===== config.mk =====
export PLATFORM = sky130hd
export DESIGN_NAME = sensor_ar_multi
export DESIGN_NICKNAME = d
export VERILOG_FILES = /design/src/rtl/sensor_ar_multi.sv
export SDC_FILE = /design/constraint.sdc
export NUM_CORES = 1
export LEC_CHECK = 0
export ABC_AREA = 1
export CAP_MARGIN = 10
export CORE_AREA = 2 2 55 57
export CTS_CLUSTER_DIAMETER = 120
export DETAILED_ROUTE_END_ITERATION = 6
export DIE_AREA = 0 0 57 59
export HOLD_SLACK_MARGIN = 0.05
export PLACE_DENSITY_LB_ADDON = 0.25
export SYNTH_ARGS = -nofsm -noshare
export SYNTH_HDL_FRONTEND = slang
export SYNTH_SLANG_ARGS = --single-unit
export TNS_END_PERCENT = 10

===== constraint.sdc =====
create_clock -name clk -period 1.08 [get_ports clk]
set_clock_uncertainty 0.05 [all_clocks]
set_input_delay 0.108 -clock clk [delete_from_list [all_inputs] [get_ports clk]]
set_output_delay 0.108 -clock clk [all_outputs]
set_load 0.01 [all_outputs]

===== src/rtl/sensor_ar_multi.sv =====
// sensor_ar_multi: independent per-channel debouncer with rise/fall pulses; SENSOR_AR_SYNC_EN adds a 2-flop input synchronizer.
// Output changes on the edge registering the T-th consecutive differing sample (+2 cycles when synchronized); no backpressure.
module sensor_ar_multi #(
  parameter int N_CH      = 4,
  parameter int COUNT_ON  = 10,
  parameter int COUNT_OFF = 10
) (
  input  logic            clk,
  input  logic            reset,
  input  logic [N_CH-1:0] sensor_in,
  output logic [N_CH-1:0] sensor_out,
  output logic [N_CH-1:0] rise_pulse,
  output logic [N_CH-1:0] fall_pulse
);

  localparam int CMAX = (COUNT_ON > COUNT_OFF) ? COUNT_ON : COUNT_OFF;
  localparam int CW   = $clog2(CMAX + 1);
  localparam logic [CW-1:0] ON_LAST  = CW'(COUNT_ON - 1);
  localparam logic [CW-1:0] OFF_LAST = CW'(COUNT_OFF - 1);

  logic [N_CH-1:0] samp;

`ifdef SENSOR_AR_SYNC_EN
  logic [N_CH-1:0] sync_q1;
  logic [N_CH-1:0] sync_q2;

  always_ff @(posedge clk) begin
    if (reset) begin
      sync_q1 <= '0;
      sync_q2 <= '0;
    end else begin
      sync_q1 <= sensor_in;
      sync_q2 <= sync_q1;
    end
  end

  assign samp = sync_q2;
`else
  assign samp = sensor_in;
`endif

  for (genvar i = 0; i < N_CH; i++) begin : g_ch
    logic [CW-1:0] cnt;
    logic [CW-1:0] last;
    logic          out_q;
    logic          rise_q;
    logic          fall_q;

    // Threshold follows the direction the output would move in.
    assign last = samp[i] ? ON_LAST : OFF_LAST;

    always_ff @(posedge clk) begin
      if (reset) begin
        cnt    <= '0;
        out_q  <= 1'b0;
        rise_q <= 1'b0;
        fall_q <= 1'b0;
      end else begin
        rise_q <= 1'b0;
        fall_q <= 1'b0;
        if (samp[i] == out_q) begin
          cnt <= '0;
        end else if (cnt == last) begin
          cnt    <= '0;
          out_q  <= samp[i];
          rise_q <= samp[i];
          fall_q <= ~samp[i];
        end else begin
          cnt <= cnt + CW'(1);
        end
      end
    end

    assign sensor_out[i] = out_q;
    assign rise_pulse[i] = rise_q;
    assign fall_pulse[i] = fall_q;
  end

endmodule

==> metrics.txt, run 1 <==
Multi-input gate area=641 µm²; Most Frequent Cell on Critical Path=sky130_fd_sc_hd__nand2_2; pin slew with the least headroom to its limit=282 ps; worst slack at placement=-149 ps; number of sinks driven by the clock tree=28; final-report setup violation count=0; combined global-route utilization of all metal layers=14.5%; detailed-placement wirelength estimate=1590 µm; CTS root buf=sky130_fd_sc_hd__clkbuf_4; setup repair after global routing missed its margin=yes; family with the most delay on the worst path=simple AND/OR/NAND/NOR gates; final hold violation count=0; clock buffer depth=2; switching fraction of total power=20.7%; clock period minus worst slack=1080 ps; cell-by-cell trace of the critical path=inv_2 -> ha_2 -> nand2_2 -> nor2_4 -> nand2_2 -> nand2_1 -> nor2_1; DIE HEIGHT=59 µm; top cell types by occurrence after synthesis=sky130_fd_sc_hd__nor2_1, sky130_fd_sc_hd__dfxtp_1, sky130_fd_sc_hd__nand2_1; Req. time, crit path=1270 ps; path class of the lowest-slack min-delay path=primary input to flop; number of warnings reported in the yosys synthesis log=0; number of enable-type register cells in the synthesized netlist=0; launch instance of the worst register-to-register path=g_ch[1].cnt[1]; CP Launch Point=g_ch[1].cnt[1]; buffer and inverter count on the worst path=1; portion of total power attributed to combinational logic=7.8%; hold buffer count at CTS=0; total met3 wirelength after detailed routing=71 µm; switching power summed over all nets=0.392 mW; number of synthesized register bits=28; Synth area leaders=sky130_fd_sc_hd__dfxtp_1, sky130_fd_sc_hd__nor2_1, sky130_fd_sc_hd__nand2_1, sky130_fd_sc_hd__ha_1, sky130_fd_sc_hd__buf_4; internal power consumption=1.50 mW; total clock buffers created by CTS=3; sequential group share of total power=56.3%; type of the setup path with the least slack=flop to flop; Mean Syn Cell Area=8.09 µm²; Final Slew Violations=0; crit path launch type=flop; post-synthesis cell type count=14; gp weighted congestion=0.701; reported leakage power=0.677 nW; drt via density=4.77; insertion delay to the later sink of the worst-skew pair=330 ps; TritonRoute pass-1 iters=4; fin area=0.00159 mm²; ratio of final minimum period to clock period=100%; uppermost routed layer=met4; Synthesized Nets=171; outcome=complete, no violations; fraction of layout cells with a size suffix above 1=40.8%; master of the slowest instance on the critical path=sky130_fd_sc_hd__dfxtp_2; post-detailed-route count of antenna-violating nets=0; cell area after placement=0.00149 mm²; core area=0.00271 mm²; worst min-delay path startpoint=sensor_in[2]; CTS tree=done; number of violations reported at the end of detailed-routing iteration 0=30; drt total wl=2240 µm; sum of met2 wire segment lengths after detailed routing=1210 µm; sequential element share of the synthesized area=44.1%; global-route wire length before repair=3810 µm; library cell with the highest instance count after synthesis=sky130_fd_sc_hd__nor2_1; total power draw=1.89 mW; pin count of the biggest net entering global routing=17; critical path capture point type=flop; routed len/inst=10.6 µm; initial standard-cell utilization of the core=46.9%; highest clock frequency the design can meet=926 MHz; worst rel slew slack=81.2%; grt ovf=0; arrival time worst endpoint=1270 ps; vias after detailed routing=1002; count of unresolved DRC violations after routing=0; most used flip-flop cell after synthesis=sky130_fd_sc_hd__dfxtp_1; boundary pin count=18; area leader, netlist=sky130_fd_sc_hd__dfxtp_1; final antenna diode count=0; Fill cells=260; areal power density over the cells=1190 mW/mm²; instance count of the mapped netlist=157; area growth from synthesis to layout=24.8%; register clock-pin slew on the reported worst setup and hold paths=140 ps; site row count=19; die extent in x=57 µm; net count of the finished layout=194; maximum capacitance violations=0; final setup TNS=0 ps; synthesized area=0.00127 mm²; CTS HTree Levels=1; DIE AREA=0.00336 mm²; proportion of register bits with asynchronous set or reset after synthesis=0%; quantity of I/O buffers inserted on ports=17; Peak VDD IR=0.892 mV; via count of the first global-routing pass=972; area fraction of the dominant cell type after synthesis=44.1%; worst path setup slack after routing=0.507 ps; initial antenna violation count=0; largest fanout on the critical path=3; Slowest Stage Delay on Critical Path=350 ps; WL met1=909 µm; clock network fraction of design power=35.9%; sequential cell area in the final layout=577 µm²
-- metal layers --
layer  GRT usage, %  vias up
met1           15.9      465
met3           2.62        5
li1               -      516
met4           6.98        0
met5              0        -
met2           26.9       16
-- state kept, by name (all words and copies together), names as in the netlist --
signal       flops
g_ch.cnt        16
g_ch.fall_q      4
g_ch.out_q       4
g_ch.rise_q      4
-- path summary, 6_finish.rpt --
kind / end / slack [ps] / cells past startpoint
setup / recovery: g_ch[1].out_q / 0.5 / 7
hold / removal: g_ch[2].rise_q / 340 / 3
setup reg to reg: g_ch[1].out_q / 0.5 / 7
hold reg to reg: g_ch[2].cnt[0] / 420 / 1
-- cell usage in the layout, fill, tap and decap left out, types with 4 or more instances in the layout --
cell,instances
sky130_fd_sc_hd__ha_1,4
sky130_fd_sc_hd__clkdlybuf4s50_1,5
sky130_fd_sc_hd__or2_1,4
sky130_fd_sc_hd__nor2_1,32
sky130_fd_sc_hd__nand3_1,4
sky130_fd_sc_hd__a21oi_1,4
sky130_fd_sc_hd__buf_4,13
sky130_fd_sc_hd__clkbuf_2,10
sky130_fd_sc_hd__nand4_1,4
sky130_fd_sc_hd__inv_2,8
sky130_fd_sc_hd__inv_1,9
sky130_fd_sc_hd__xnor2_1,4
sky130_fd_sc_hd__nand2_1,20
sky130_fd_sc_hd__nor2_4,4
sky130_fd_sc_hd__nand2_2,7
sky130_fd_sc_hd__dfxtp_2,13
sky130_fd_sc_hd__dfxtp_1,15
sky130_fd_sc_hd__nand3_2,8
-- final cells by class --
cell class	count	area share (%)
timing repair buffer	30	13.4
clock buffer	3	1.42
tap	31	2.45
sequential	28	36.4
inverter	17	4.03
multi-input combinational	100	40.4
clock inverter	1	1.89
-- worst min-delay path: stages --
cell and delay (ps):
sky130_fd_sc_hd__clkdlybuf4s50_1 450, sky130_fd_sc_hd__nand2_1 90, sky130_fd_sc_hd__nor2_1 40
-- kinds of logic (layout without fill, tap and decap cells) --
family,after synthesis,after routing,synth area share [%]
simple gates,84,84,31.5
flops,28,28,44.1
compound gates,4,4,1.58
buf+inv,29,51,12.1
xor+xnor,4,4,2.76
fa+ha+maj,8,8,7.88
-- metrics by stage --
| stage | hold WS (ps) | utilization (%) | instances |
|---|---|---|---|
| global placement | 382 | 54.8 | 206 |
| global route | 341 | 58.5 | 210 |
| floorplan | 184 | - | 157 |
| finish | 340 | 58.5 | 210 |
| detailed placement | 405 | 54.8 | 206 |
| CTS | 338 | 57.1 | 210 |
-- timing repair --
action / CTS / global route
resized for setup: 29 / 44
setup buffers: 0 / 0
pin swaps: 0 / 10
endpoints found under the setup margin: 16 / 33
-- power groups by stage --
stage                     registers (mW)  clock network (mW)  logic (mW)
final                               1.06               0.679       0.148
after global routing                1.07               0.741       0.168
after CTS                           1.06               0.691       0.133
after detailed placement            1.08                   0       0.131
after global placement              1.08                   0       0.126
after floorplan                     1.09                   0      0.0617
No activity file was read; power rests on OpenSTA's default activity.
==> run 2, diff against run 1 <==
--- a/config.mk
+++ b/config.mk
@@ -7,10 +7,10 @@
 export LEC_CHECK = 0
 export ABC_AREA = 1
 export CAP_MARGIN = 10
-export CORE_AREA = 2 2 55 57
+export CORE_AREA = 2 2 61 63
 export CTS_CLUSTER_DIAMETER = 120
 export DETAILED_ROUTE_END_ITERATION = 6
-export DIE_AREA = 0 0 57 59
+export DIE_AREA = 0 0 63 65
 export HOLD_SLACK_MARGIN = 0.05
 export PLACE_DENSITY_LB_ADDON = 0.25
 export SYNTH_ARGS = -nofsm -noshare
==> metrics.txt, run 2 (same netlist as run 1, synthesis figures left out) <==
outcome=complete, no violations; most common library cell in the layout ignoring fill and taps=sky130_fd_sc_hd__nor2_1; drt total wl=2420 µm (+8.3%); reported leakage power=0.689 nW (+1.7%); Req. time, crit path=1280 ps (about the same); crit path launch type=flop; number of flip-flops under the largest register name=16 (unchanged); switching power summed over all nets=0.410 mW (+4.6%); worst rel slew slack=81.4% (+0.15 points); CTS HTree Levels=1 (unchanged); family with the most delay on the worst path=simple AND/OR/NAND/NOR gates; quantity of I/O buffers inserted on ports=17 (unchanged); initial antenna violation count=0 (unchanged); Most Frequent Cell on Critical Path=sky130_fd_sc_hd__nand2_2; launch instance of the worst register-to-register path=g_ch[1].cnt[1]; routed len/inst=10.5 µm (-1.1%); areal power density over the cells=1140 mW/mm² (-4.2%); detailed-placement wirelength estimate=1790 µm (+13%); via count of the first global-routing pass=1015 (+4.4%); die extent in x=63 µm (+11%); most used cells in the layout excluding fill and tap cells=sky130_fd_sc_hd__nor2_1, sky130_fd_sc_hd__nand2_1, sky130_fd_sc_hd__dfxtp_1, sky130_fd_sc_hd__buf_4, sky130_fd_sc_hd__dfxtp_2; placed instance count=224 (+8.7%); number of cells on the worst reg-to-reg path=7 (unchanged); area growth from synthesis to layout=32.9%; net count of the finished layout=197 (+1.5%); register clock-pin slew on the reported worst setup and hold paths=160 ps (+20 ps); grt ovf=0 (unchanged); pin count of the biggest net entering global routing=17 (unchanged); DIE HEIGHT=65 µm (+10%); Final Slew Violations=0 (unchanged); sequential cell area in the final layout=577 µm² (unchanged); critical path capture point type=flop; timing endpoint of the critical path=g_ch[1].out_q; number of sinks driven by the clock tree=28 (unchanged); sequential group share of total power=55.2% (-1.1 points); total number of cells along the worst setup path=7 (unchanged); core area=0.00350 mm² (+29%); internal power consumption=1.52 mW (+1.3%); fraction of layout cells with a size suffix above 1=48.4% (+7.6 points); total clock buffers created by CTS=3 (unchanged); maximum capacitance violations=0 (unchanged); worst min-delay path startpoint=sensor_in[2]; Peak VDD IR=0.449 mV (-50%); insertion delay to the later sink of the worst-skew pair=330 ps (about the same); CP Launch Point=g_ch[1].cnt[1]; type of the setup path with the least slack=flop to flop; path class of the lowest-slack min-delay path=primary input to flop; portion of total power attributed to combinational logic=9.4% (+1.6 points); highest clock frequency the design can meet=938 MHz (+1.2%); post-detailed-route count of antenna-violating nets=0 (unchanged); hold buffer count at CTS=0 (unchanged); drt via density=4.40 (-7.8%); buffer and inverter count on the worst path=1 (unchanged); Fill cells=370 (+42%); worst hold slack after final layout=349 ps (+8.81 ps); count of unresolved DRC violations after routing=0 (unchanged); slack of the worst reg-to-reg path=10 ps (about the same); arrival time worst endpoint=1260 ps (about the same); DIE AREA=0.00410 mm² (+22%); clock network fraction of design power=35.4% (-0.5 points); switching fraction of total power=21.2% (+0.53 points); number of non-filler instances in the completed layout=230 (+9.5%); gp weighted congestion=0.746 (+6.5%); largest fanout on the critical path=3 (unchanged); TritonRoute pass-1 iters=4 (unchanged); boundary pin count=18 (unchanged); r2r endpoint=g_ch[1].out_q; global-route wire length before repair=4010 µm (+5.3%); clock buffer depth=2 (unchanged); setup repair after global routing missed its margin=yes; master of the slowest instance on the critical path=sky130_fd_sc_hd__dfxtp_2; number of violations reported at the end of detailed-routing iteration 0=31 (+3.3%); Multi-input gate area=701 µm² (+9.4%); pin slew with the least headroom to its limit=279 ps (-2.27 ps); site row count=22 (+3); initial standard-cell utilization of the core=36.3% (-11 points); CTS tree=done; register name with the most flops=g_ch.cnt; ratio of final minimum period to clock period=98.7% (-1.2 points); CTS root buf=sky130_fd_sc_hd__clkbuf_4; final-report setup violation count=0 (unchanged); final antenna diode count=0 (unchanged); combined global-route utilization of all metal layers=12.0% (-2.5 points); final hold violation count=0 (unchanged); Slowest Stage Delay on Critical Path=350 ps (about the same); vias after detailed routing=1012 (+1.0%); cell-by-cell trace of the critical path=inv_2 -> ha_4 -> nand2_2 -> nor2_4 -> nand2_2 -> nand2_1 -> nor2_1; clock period minus worst slack=1070 ps (-13.2 ps)
[run 2: cell types whose count changed in the layout (fill, tap and decap cells not counted), moves of 2 or more]
| cell | delta |
|---|---|
| sky130_fd_sc_hd__a21oi_1 | -4 |
| sky130_fd_sc_hd__nor2_1 | -4 |
| sky130_fd_sc_hd__buf_4 | +2 |
| sky130_fd_sc_hd__nand3_4 | +3 |
| sky130_fd_sc_hd__buf_2 | +4 |
| sky130_fd_sc_hd__clkbuf_2 | -3 |
| sky130_fd_sc_hd__nand3_2 | -3 |
| sky130_fd_sc_hd__or2_1 | -2 |
| sky130_fd_sc_hd__nor2_2 | +4 |
| sky130_fd_sc_hd__or2_4 | +2 |
| sky130_fd_sc_hd__a21oi_2 | +4 |
[run 2: power groups by stage]
| stage | clock, mW | combinational, mW | sequential, mW |
|---|---|---|---|
| after floorplan | 0 | 0.0617 | 1.09 |
| after global placement | 0 | 0.130 | 1.08 |
| after detailed placement | 0 | 0.136 | 1.08 |
| after CTS | 0.702 | 0.139 | 1.06 |
| after global routing | 0.746 | 0.203 | 1.07 |
| final | 0.683 | 0.182 | 1.07 |
[run 2: final cells by class]
| cell class | count | share of cell area [%] |
|---|---|---|
| Multi-Input combinational cell | 100 | 41.5 |
| Sequential cell | 28 | 34.2 |
| Timing Repair Buffer | 33 | 13.9 |
| Inverter | 17 | 3.78 |
| Tap cell | 48 | 3.56 |
| Clock inverter | 1 | 1.78 |
| Clock buffer | 3 | 1.33 |
[run 2: worst min path at each step]
stage,cells after the start,slack (ps),end
2_1_floorplan,2,180,g_ch[0].rise_q
3_3_place_gp,2,470,g_ch[2].cnt[1]
3_5_place_dp,2,480,g_ch[1].cnt[0]
4_1_cts,3,330,g_ch[2].rise_q
5_1_grt,3,380,g_ch[1].rise_q
6_report,3,350,g_ch[2].rise_q
[run 2: worst register-to-register path, delay by kind of cell, from the launching register on]
kind / cells / cell delay, ps
AND/OR/NAND/NOR: 5 / 380
flip-flops: 1 / 350
adder cells (fa/ha/maj): 1 / 140
buffers and inverters: 1 / 60
[run 2: routing by layer]
metal	vias up	global-route usage, %	share of wire, %
li1	523	-	-
met1	469	13.0	41
met2	16	23.1	54
met3	4	2.78	4.0
met4	0	3.33	1.3
met5	-	0	0
[run 2: timing repair]
action,in CTS,in global routing
resized for setup,35,58
endpoints found under the hold margin,0,0
buffers inserted,0,2
endpoints found under the setup margin,16,35
pin swaps,0,20
[run 2: through the flow]
step	total power [mW]	setup TNS (ps)	setup WS, ps	cell area (µm²)	utilization, %
floorplan	1.15	0	40.6	1270	-
global placement	1.21	-2560	-127	1520	43.3
detailed placement	1.22	-2450	-144	1520	43.3
CTS	1.90	-55.7	-20.9	1590	45.3
global route	2.02	-355	-43.9	1690	48.3
finish	1.93	0	13.7	1690	48.3
==> run 3, diff against run 2 <==
--- a/config.mk
+++ b/config.mk
@@ -13,6 +13,7 @@
 export DIE_AREA = 0 0 63 65
 export HOLD_SLACK_MARGIN = 0.05
 export PLACE_DENSITY_LB_ADDON = 0.25
+export SETUP_SLACK_MARGIN = 0.15
 export SYNTH_ARGS = -nofsm -noshare
 export SYNTH_HDL_FRONTEND = slang
 export SYNTH_SLANG_ARGS = --single-unit
==> metrics.txt, run 3 (same netlist as run 1, synthesis figures left out) <==
outcome=complete, no violations; maximum capacitance violations=0 (unchanged); areal power density over the cells=1010 mW/mm² (-12%); Final Core Density=49.4% (+1.1 points); core area=0.00350 mm² (unchanged); DIE AREA=0.00410 mm² (unchanged); combined global-route utilization of all metal layers=12.3% (+0.33 points); arrival time worst endpoint=1230 ps (-30 ps); critical path capture point type=flop; global-route wire length before repair=4080 µm (+1.7%); worst rel slew slack=80.4% (-0.98 points); Peak VDD IR=0.713 mV (+59%); clock period minus worst slack=1050 ps (-20.2 ps); CTS tree=done; initial standard-cell utilization of the core=36.3% (unchanged); total clock buffers created by CTS=3 (unchanged); final hold violation count=0 (unchanged); CTS HTree Levels=1 (unchanged); total power draw=1.74 mW (-10%); number of sinks driven by the clock tree=28 (unchanged); register name with the most flops=g_ch.cnt; most used cells in the layout excluding fill and tap cells=sky130_fd_sc_hd__nor2_1, sky130_fd_sc_hd__nand2_1, sky130_fd_sc_hd__dfxtp_1, sky130_fd_sc_hd__buf_4; die extent in x=63 µm (unchanged); largest fanout on the critical path=4 (+1); number of flip-flops under the largest register name=16 (unchanged); count of unresolved DRC violations after routing=0 (unchanged); net count of the finished layout=198 (+0.51%); Most Frequent Cell on Critical Path=sky130_fd_sc_hd__nand2_2; ratio of final minimum period to clock period=96.9% (-1.9 points); fraction of layout cells with a size suffix above 1=47.0% (-1.4 points); type of the setup path with the least slack=flop to flop; grt ovf=0 (unchanged); gp weighted congestion=0.740 (-0.82%); initial antenna violation count=0 (unchanged); final antenna diode count=0 (unchanged); register clock-pin slew on the reported worst setup and hold paths=140 ps (-20 ps); most common library cell in the layout ignoring fill and taps=sky130_fd_sc_hd__nor2_1; post-detailed-route count of antenna-violating nets=0 (unchanged); boundary pin count=18 (unchanged); final-report setup violation count=0 (unchanged); number of violations reported at the end of detailed-routing iteration 0=24 (-23%); detailed-placement wirelength estimate=1760 µm (-1.9%); CTS root buf=sky130_fd_sc_hd__clkbuf_4; pin count of the biggest net entering global routing=16 (-1); drt via density=4.41 (+0.26%); reported leakage power=0.728 nW (+5.7%); insertion delay to the later sink of the worst-skew pair=320 ps (about the same); path class of the lowest-slack min-delay path=flop to flop; pin slew with the least headroom to its limit=293 ps (+14.1 ps); highest clock frequency the design can meet=956 MHz (+1.9%); area growth from synthesis to layout=36.0%; Slowest Stage Delay on Critical Path=400 ps (+50 ps); via count of the first global-routing pass=1007 (-0.79%); cell-by-cell trace of the critical path=ha_4 -> nand2_4 -> nor2_4 -> nand2_2 -> nand2_2 -> nor2_1; master of the slowest instance on the critical path=sky130_fd_sc_hd__dfxtp_4; clock buffer depth=2 (unchanged); quantity of I/O buffers inserted on ports=17 (unchanged); crit path launch type=flop; setup repair after global routing missed its margin=yes; site row count=22 (unchanged); vias after detailed routing=1019 (+0.69%); TritonRoute pass-1 iters=4 (unchanged); DIE HEIGHT=65 µm (unchanged); routed len/inst=10.7 µm (+1.4%); hold buffer count at CTS=0 (unchanged); Final Slew Violations=0 (unchanged); Req. time, crit path=1260 ps (-20 ps); drt total wl=2470 µm (+1.9%)
[run 3: cell count changes in the layout (fill, tap and decap cells not counted), sizes merged]
cell    before  now
buf         21   29
bufinv       1    0
clkbuf      10    4
[run 3: worst max-delay path, delay by kind of cell, from the launching register on]
kind	cells	cell delay [ps]
fa+ha+maj	1	160
flops	1	400
simple gates	5	350
[run 3: metal layers]
metal	track usage, %	wire (µm)	vias to the layer above	share of wire (%)
met5	0	0	-	0
met4	4.72	20	0	0.81
met3	2.26	82	2	3.3
met2	23.9	1330	13	54
met1	13.1	1030	479	42
li1	-	-	525	-
[run 3: layout make-up]
type / instances / area (µm²)
clock buffer: 4 / 36.3
fill: 353 / 1770
inverter: 17 / 63.8
multi-input combinational: 100 / 703
sequential: 28 / 587
tap: 48 / 60.1
timing repair buffer: 34 / 277
[run 3: worst paths after layout]
path	start	endpoint	slack [ps]	cells past startpoint
setup / recovery	g_ch[2].cnt[0]	g_ch[2].out_q	30	6
hold / removal	g_ch[3].cnt[0]	g_ch[3].cnt[0]	420	1
setup reg to reg	g_ch[2].cnt[0]	g_ch[2].out_q	30	6
hold reg to reg	g_ch[3].cnt[0]	g_ch[3].cnt[0]	420	1
[run 3: power breakdown]
group          switching, mW  total, mW  internal (mW)
clock network          0.291      0.497          0.206
logic                 0.0830      0.174         0.0915
registers             0.0187       1.06           1.05
[run 3: timing repair]
action	in CTS	in global routing
setup buffers	7	0
gates resized for setup	62	22
setup endpoints to repair	40	40
pin swaps	13	17
[run 3: stage by stage]
| stage | worst slack (ps) | hold WS [ps] | instances | area [µm²] | setup TNS [ps] |
|---|---|---|---|---|---|
| 2_1_floorplan | 90.5 | 184 | 157 | 1340 | 0 |
| 5_1_grt | -26.0 | 431 | 231 | 1730 | -52.5 |
| 4_1_cts | 52.1 | 419 | 231 | 1640 | 0 |
| 3_3_place_gp | -131 | 395 | 220 | 1560 | -2440 |
| 3_5_place_dp | -169 | 404 | 220 | 1560 | -3330 |
| 6_report | 33.9 | 418 | 231 | 1730 | 0 |
